<file path="src/rtl/apb_master_pkg.sv">
// Shared types for the APB master bridge: FSM states and the captured
// request / response records.
package apb_master_pkg;

  // Width of the captured address field. The bridge's ADDR_WIDTH must match it.
  localparam int unsigned AddrWidth = 24;

  typedef enum logic [1:0] {
    StIdle,
    StSetup,
    StAccess,
    StResp
  } state_e;

  typedef struct packed {
    logic                 write;
    logic [AddrWidth-1:0] addr;
    logic [31:0]          wdata;
    logic [3:0]           strb;
  } req_t;

  typedef struct packed {
    logic [31:0] rdata;
    logic        err;
    logic        timeout;
  } rsp_t;

endpackage

</file>
<file path="src/rtl/apb_master_bridge.sv">
// Valid/ready host port to APB4 master bridge. One transfer in flight at a
// time; stalled ACCESS phases are terminated by a saturating timeout counter.
module apb_master_bridge
  import apb_master_pkg::*;
#(
  parameter int unsigned ADDR_WIDTH     = AddrWidth,
  parameter int unsigned TIMEOUT_CYCLES = 16,
  parameter logic [2:0]  PPROT_VAL      = 3'b000
) (
  input  logic                  clk,
  input  logic                  resetn,
  input  logic                  req_valid,
  output logic                  req_ready,
  input  logic                  req_write,
  input  logic [ADDR_WIDTH-1:0] req_addr,
  input  logic [31:0]           req_wdata,
  input  logic [3:0]            req_strb,
  output logic                  rsp_valid,
  input  logic                  rsp_ready,
  output logic [31:0]           rsp_rdata,
  output logic                  rsp_err,
  output logic                  rsp_timeout,
  output logic                  apb_psel,
  output logic                  apb_penable,
  output logic [ADDR_WIDTH-1:0] apb_paddr,
  output logic                  apb_pwrite,
  output logic [31:0]           apb_pwdata,
  output logic [3:0]            apb_pstrb,
  output logic [2:0]            apb_pprot,
  input  logic [31:0]           apb_prdata,
  input  logic                  apb_pready,
  input  logic                  apb_pslverr,
  output logic                  busy
);

  localparam int unsigned CntW = (TIMEOUT_CYCLES > 0) ? $clog2(TIMEOUT_CYCLES + 1) : 1;

  state_e          state_q, state_d;
  req_t            req_q, req_d;
  rsp_t            rsp_q, rsp_d;
  logic [CntW-1:0] cnt_q, cnt_d;
  logic            psel_q, penable_q, rsp_valid_q, req_ready_q;

  // Next-state, request capture, response capture and timeout counting.
  always_comb begin
    state_d = state_q;
    req_d   = req_q;
    rsp_d   = rsp_q;
    cnt_d   = cnt_q;
    unique case (state_q)
      StIdle: begin
        if (req_valid && req_ready_q) begin
          req_d.write = req_write;
          // Word-align; low address bits are deliberately discarded.
          req_d.addr  = AddrWidth'(req_addr & ~ADDR_WIDTH'(3));
          req_d.wdata = req_wdata;
          req_d.strb  = req_write ? req_strb : 4'b0000;
          cnt_d       = '0;
          state_d     = StSetup;
        end
      end
      StSetup: begin
        state_d = StAccess;
      end
      StAccess: begin
        if (apb_pready) begin
          rsp_d.rdata   = req_q.write ? 32'h0 : apb_prdata;
          rsp_d.err     = apb_pslverr;
          rsp_d.timeout = 1'b0;
          state_d       = StResp;
        end else begin
          if (cnt_q != '1) begin
            cnt_d = cnt_q + CntW'(1);
          end
          if ((TIMEOUT_CYCLES != 0) && (cnt_d == CntW'(TIMEOUT_CYCLES))) begin
            rsp_d.rdata   = 32'h0;
            rsp_d.err     = 1'b1;
            rsp_d.timeout = 1'b1;
            state_d       = StResp;
          end
        end
      end
      StResp: begin
        if (rsp_ready) begin
          state_d = StIdle;
        end
      end
      default: state_d = StIdle;
    endcase
  end

  // State, captured fields and registered handshake/APB control outputs.
  always_ff @(posedge clk or negedge resetn) begin
    if (!resetn) begin
      state_q     <= StIdle;
      req_q       <= '0;
      rsp_q       <= '0;
      cnt_q       <= '0;
      psel_q      <= 1'b0;
      penable_q   <= 1'b0;
      rsp_valid_q <= 1'b0;
      req_ready_q <= 1'b0;
    end else begin
      state_q     <= state_d;
      req_q       <= req_d;
      rsp_q       <= rsp_d;
      cnt_q       <= cnt_d;
      psel_q      <= (state_d == StSetup) || (state_d == StAccess);
      penable_q   <= (state_d == StAccess);
      rsp_valid_q <= (state_d == StResp);
      req_ready_q <= (state_d == StIdle);
    end
  end

  assign req_ready   = req_ready_q;
  assign rsp_valid   = rsp_valid_q;
  assign rsp_rdata   = rsp_q.rdata;
  assign rsp_err     = rsp_q.err;
  assign rsp_timeout = rsp_q.timeout;
  assign apb_psel    = psel_q;
  assign apb_penable = penable_q;
  assign apb_paddr   = ADDR_WIDTH'(req_q.addr);
  assign apb_pwrite  = req_q.write;
  assign apb_pwdata  = req_q.wdata;
  assign apb_pstrb   = req_q.strb;
  assign apb_pprot   = PPROT_VAL;
  assign busy        = (state_q != StIdle);

endmodule

</file>
<file path="config.mk">
export PLATFORM = sky130hd
export DESIGN_NAME = apb_master_bridge
export DESIGN_NICKNAME = d
export VERILOG_FILES = /design/src/rtl/apb_master_pkg.sv /design/src/rtl/apb_master_bridge.sv
export SDC_FILE = /design/constraint.sdc
export NUM_CORES = 1
export LEC_CHECK = 0
export ABC_AREA = 1
export CAP_MARGIN = 20
export CORE_ASPECT_RATIO = 2
export CORE_MARGIN = 5
export CORE_UTILIZATION = 25
export CTS_BUF_LIST = sky130_fd_sc_hd__clkbuf_8
export DETAILED_ROUTE_END_ITERATION = 12
export DONT_BUFFER_PORTS = 1
export GPL_TIMING_DRIVEN = 1
export PLACE_DENSITY = 0.36
export SYNTH_ARGS = -nofsm -noshare
export SYNTH_HDL_FRONTEND = slang
export SYNTH_SLANG_ARGS = --single-unit
</file>
<file path="constraint.sdc">
create_clock -name clk -period 5 [get_ports clk]
set_input_delay 0.5 -clock clk [delete_from_list [all_inputs] [get_ports clk]]
set_output_delay 0.5 -clock clk [all_outputs]
set_load 0.1 [all_outputs]
</file>
Word-level counts from Yosys, hierarchy flattened
Cells that the tools add are included.
W data, S select, Z words.
{"block": "totals", "ff_bits": 104, "wordCells": 49, "output_inout_bits": 103, "in_bits": 99}
{"block": "classes", "n_reduce_logical": 10, "eq_ne": 10, "muxes": 15, "addsub": 1}
{"cell": "$mux W34", "n": 2}
{"cell": "$mux W32", "n": 1}
{"cell": "$mux W5", "n": 5}
{"cell": "$pmux W5 S2", "n": 1}
{"cell": "$eq A2 B2 Y1 const B", "n": 4}
{"cell": "$mux W2", "n": 4}
{"cell": "$pmux W2 S4", "n": 1}
{"cell": "$reduce_bool A2 Y1", "n": 3}
{"cell": "$add A5 B1 Y5 const B", "n": 1}
{"cell": "$eq A5 B5 Y1 const B", "n": 1}
{"cell": "$ne A5 B5 Y1 const B", "n": 1}
{"cell": "$eq A2 B1 Y1 const B", "n": 2}
{"cell": "$logic_not A2 Y1", "n": 2}
{"cell": "$mux W4", "n": 1}
{"cell": "$ne A2 B2 Y1 const B", "n": 2}
{"cell": "$reduce_and A2 Y1", "n": 2}
{"cell": "$reduce_and A3 Y1", "n": 1}
{"cell": "$logic_and A1 B1 Y1", "n": 1}
{"cell": "$logic_or A1 B1 Y1", "n": 1}

Depth between registers and ports, before layout
{"block": "logic_depth", "word_depth": 10, "depth_mapped": 11, "depth_no_buf": 11}

Worst setup path after synthesis
OpenSTA, ideal clock, no wires.
{"block": "synth_path", "path_type": "register to register", "startpoint": "register req_ready_q, in the netlist req_ready", "endpoint": "register psel_q, in the netlist apb_psel", "setup_slack_ns": 3.208, "stages_incl_launch_ff": 6, "arrival_ns": 1.666, "setup_time_ns": 0.126, "n_path_buf": 1, "synth_period_minus_slack_ns": 1.792, "required_time_ns": 4.874, "cell_sequence": "dfrtp_1 > nand3_1 > buf_2 > nand2_1 > nor2_1 > ha_1"}
{"block": "synth_via", "elab_chain_len": 5, "elab_cells_between_ends": 6, "cone_classes": "2 x eq/ne; 2 x mux; 2 x reduce/logical"}
{"item": "start: declaration", "line": "apb_master_bridge.sv:42", "source": "logic psel_q, penable_q, rsp_valid_q, req_ready_q;"}
{"item": "start signal: assignment", "line": "apb_master_bridge.sv:111", "source": "req_ready_q <= (state_d == StIdle);"}
{"item": "$logic_and A1 B1 Y1 (*)", "line": "apb_master_bridge.sv:52", "source": "if (req_valid && req_ready_q) begin"}
{"item": "$mux W2 (*)", "line": "apb_master_bridge.sv:52"}
{"item": "$pmux W2 S4 (*)", "line": "apb_master_bridge.sv:50", "source": "unique case (state_q)"}
{"item": "$eq A2 B1 Y1 or $eq A2 B2 Y1 (tied branches)", "line": "apb_master_bridge.sv:108", "source": "psel_q <= (state_d == StSetup) || (state_d == StAccess);"}
{"item": "$logic_or A1 B1 Y1 (*)", "line": "apb_master_bridge.sv:108"}
{"item": "end signal: assignment", "line": "apb_master_bridge.sv:108"}
{"item": "end: declaration", "line": "apb_master_bridge.sv:42"}
Every way passes the cells marked *; elsewhere a longest branch is shown, timed or not.
A chain may end at the register's enable or synchronous reset.

Final worst setup path
{"block": "layout_path", "startpoint": "register req_ready_q, in the netlist req_ready", "endpoint": "register req_q (netlist bit apb_pwdata[12])"}
{"block": "layout_via", "elab_chain_len": 2}
{"item": "$logic_and A1 B1 Y1", "line": "apb_master_bridge.sv:52"}
{"item": "$reduce_and A2 Y1 (no line)"}
{"item": "end signal: assignment", "line": "apb_master_bridge.sv:105", "source": "req_q <= req_d;"}
{"item": "end: declaration", "line": "apb_master_bridge.sv:39", "source": "req_t req_q, req_d;"}
Every way passes these cells.

==> results.md <==
* Period utilization at 49.0%
* Vias in the first global route at 3222
* Initial Util at 25.3%
* Layout cells sized above 1 at 8.03%
* Worst path slowest cell: dfrtp_1
* Mean Syn Cell Area at 9.05 um^2
* Startpoint Class: flip-flop
* Die area at about 20000 um^2
* Post-synthesis async set-or-reset flop share at 100%
* Chip Width at 103 um
* Critical path class: reg2reg
* Num rows at 68
* Final Setup Violations at 0
* Final Hold Fails at 0
* Antenna viol nets, final at 0
* RSZ-0062 raised after global routing: false
* CORE AREA at 17200 um^2
* GRT Util Overall at roughly an eighth
* Max clock buf depth at 2
* Worst-Margin Slew at 0.952 ns
* Synth cell types at 22
* Setup TNS at 0 ns
* Clock Sink Count at 104
* First-pass iteration count of the detailed router at 4
* #FFs+latches synth at 104
* PnR worst setup slack at around 2.6 ns
* Root Buffer: clkbuf_8
* Vias/cell at 4.60
* Routed len/inst at 17.6 um
* Global-route wire length before repair at around 18 mm
* Total wire length at 12.0 mm
* Post-route DRC at 0
* Largest net degree at the start of global routing at 105
* Port buffer count at 0
* TritonCTS Buffers at 9
* CP required at 5.26 ns
* Post-Place Setup Slack at 2.48 ns
* Ports at 202
* Relative slew margins at around 37%
* Max-Cap Viols at 0
* Crit path capture type: flip-flop
* Area delta synth->final at 7.59%
* Critical path cell sequence: nand3_2, clkinv_1, buf_4, nand2_1, nand2_1
* Seq/Total Area, Yosys at about three fifths
* Max-slew violation count at 0
* CTS resizes at 0
* Post-DP HPWL at roughly 8.5 mm
* EDFF count, synth at 0
* Initial antenna violation count at 0
* Tmin final at about 2.4 ns
* Die height at roughly 200 um
* Min-delay worst type: in2async
* Post-route cell area at 4680 um^2
* Layout Nets at 571
* Fmax at 408 MHz
* Skew final at 0.0102 ns
* Primary FF master, synth: dfrtp_1
* R2r setup slk at 2.55 ns
* Most common cell on crit path: nand2_1
* Htree depth at 3
* Cells after synthesis at 481
* CTS tree: done
* Ys Warns at 0
* Vias at 3139
* Reg2Reg Depth at 5
* Reg clk slew, reported paths at around 0.11 ns
* Grt total ovfl at 0
* Clock latency on the worst-skew pair at around 0.37 ns
* # fillers at approximately 1900
* Slowest cell delay on critical path at about 0.76 ns
* Crit Reg-Reg Startpoint: req_ready
* First DRT Iteration DRCs at 97
* Mapped cell area at 4350 um^2
* Crit path DAT at between 2 and 3 ns
* Antenna Diode Count at 0
* Post-DP Area at 4480 um^2
* Status: finished, final reports clean
* Final GP Congestion at 0.686
* R2R Path End: apb_pwdata[12]
* Critical Path Fanout Max at 31
## what timing repair did
action	in CTS	in global routing
hold buffers	1	0
setup buffers	0	0
endpoints found under the hold margin	104	0
## worst max path at each step
stage	endpoint	from
2_1_floorplan	apb_psel	req_ready
6_report	apb_pwdata[12]	req_ready
3_5_place_dp	apb_pwdata[12]	req_ready
4_1_cts	apb_pwdata[12]	req_ready
3_3_place_gp	apb_pwdata[12]	req_ready
5_1_grt	apb_pwdata[20]	req_ready
## layout by cell type (no fill, tap or decap), types with 2 or more instances in the layout
cell type and n:
o21ai_0 7, nor2_1 5, nor2_2 3, clkbuf_8 9, nand3_1 31, buf_4 4
ha_1 4, nand2_1 224, o22ai_1 2, dfrtp_1 104, clkinv_2 4, conb_1 5
nand4_1 33, inv_1 17, nand3_2 11
## metal layers
layer | track usage [%] | part of all wire (%)
met4 | 4.61 | 1.9
met5 | 0 | 0
met2 | 20.2 | 52
met1 | 12.9 | 36
met3 | 3.90 | 9.8
## cell type report
cell class,instances,area [um^2],area share [%]
clock inverter,7,40.0,0.855
sequential,104,2600,55.6
inverter,17,63.8,1.36
multi-input combinational,330,1520,32.4
timing repair buffer,6,72.6,1.55
clock buffer,9,124,2.64
tap,210,263,5.61
## cells by family (layout without fill, tap and decap cells)
logic type / Yosys count / in the layout / share of synthesized area [%]
buf+inv: 51 / 39 / 5.80
xor+xnor: 1 / 1 / 0.201
flops: 104 / 104 / 59.8
fa+ha+maj: 4 / 4 / 1.15
simple gates: 310 / 310 / 31.8
other cells: 1 / 5 / 0.0861
compound gates: 10 / 10 / 1.21
## registers in the layout (all words and copies together) (netlist names)
| name | cells |
|---|---|
| cnt_q | 5 |
| rsp_rdata | 32 |
| apb_pwrite | 1 |
| apb_penable | 1 |
| req_ready | 1 |
| apb_pwdata | 32 |
| apb_paddr | 22 |
| apb_pstrb | 4 |
| rsp_err | 1 |
| state_q | 2 |
| rsp_timeout | 1 |
| rsp_valid | 1 |
| apb_psel | 1 |
## synthesized netlist by cell type (3+ instances only)
cell type | number | area [um^2]
inv_1 | 17 | 63.8
nand2_1 | 224 | 841
nand3_2 | 10 | 100
o21ai_0 | 7 | 35.0
buf_4 | 5 | 37.5
nand4_1 | 33 | 206
nor2_2 | 3 | 18.8
clkbuf_1 | 13 | 48.8
dfrtp_1 | 104 | 2600
nand3_1 | 32 | 160
ha_1 | 4 | 50.1
buf_6 | 4 | 45.0
nor2_1 | 5 | 18.8
buf_2 | 10 | 50.1
## worst max-delay path, delay by kind of cell, from the launching register on
family	cells	cell delay [ns]
buf+inv	2	1.18
flops	1	0.76
simple gates	3	0.40
## through the flow
step / std cells / util, % / hold slack [ns]
floorplan: 485 / - / 0.204
global placement: 665 / 26.1 / 0.207
detailed placement: 665 / 26.1 / 0.207
CTS: 682 / 27.2 / 0.0638
global route: 683 / 27.3 / 0.0725
finish: 683 / 27.3 / 0.0535
Power is not shown: default switching activity piles up to over one toggle a cycle in this logic, so the estimate is an artifact.
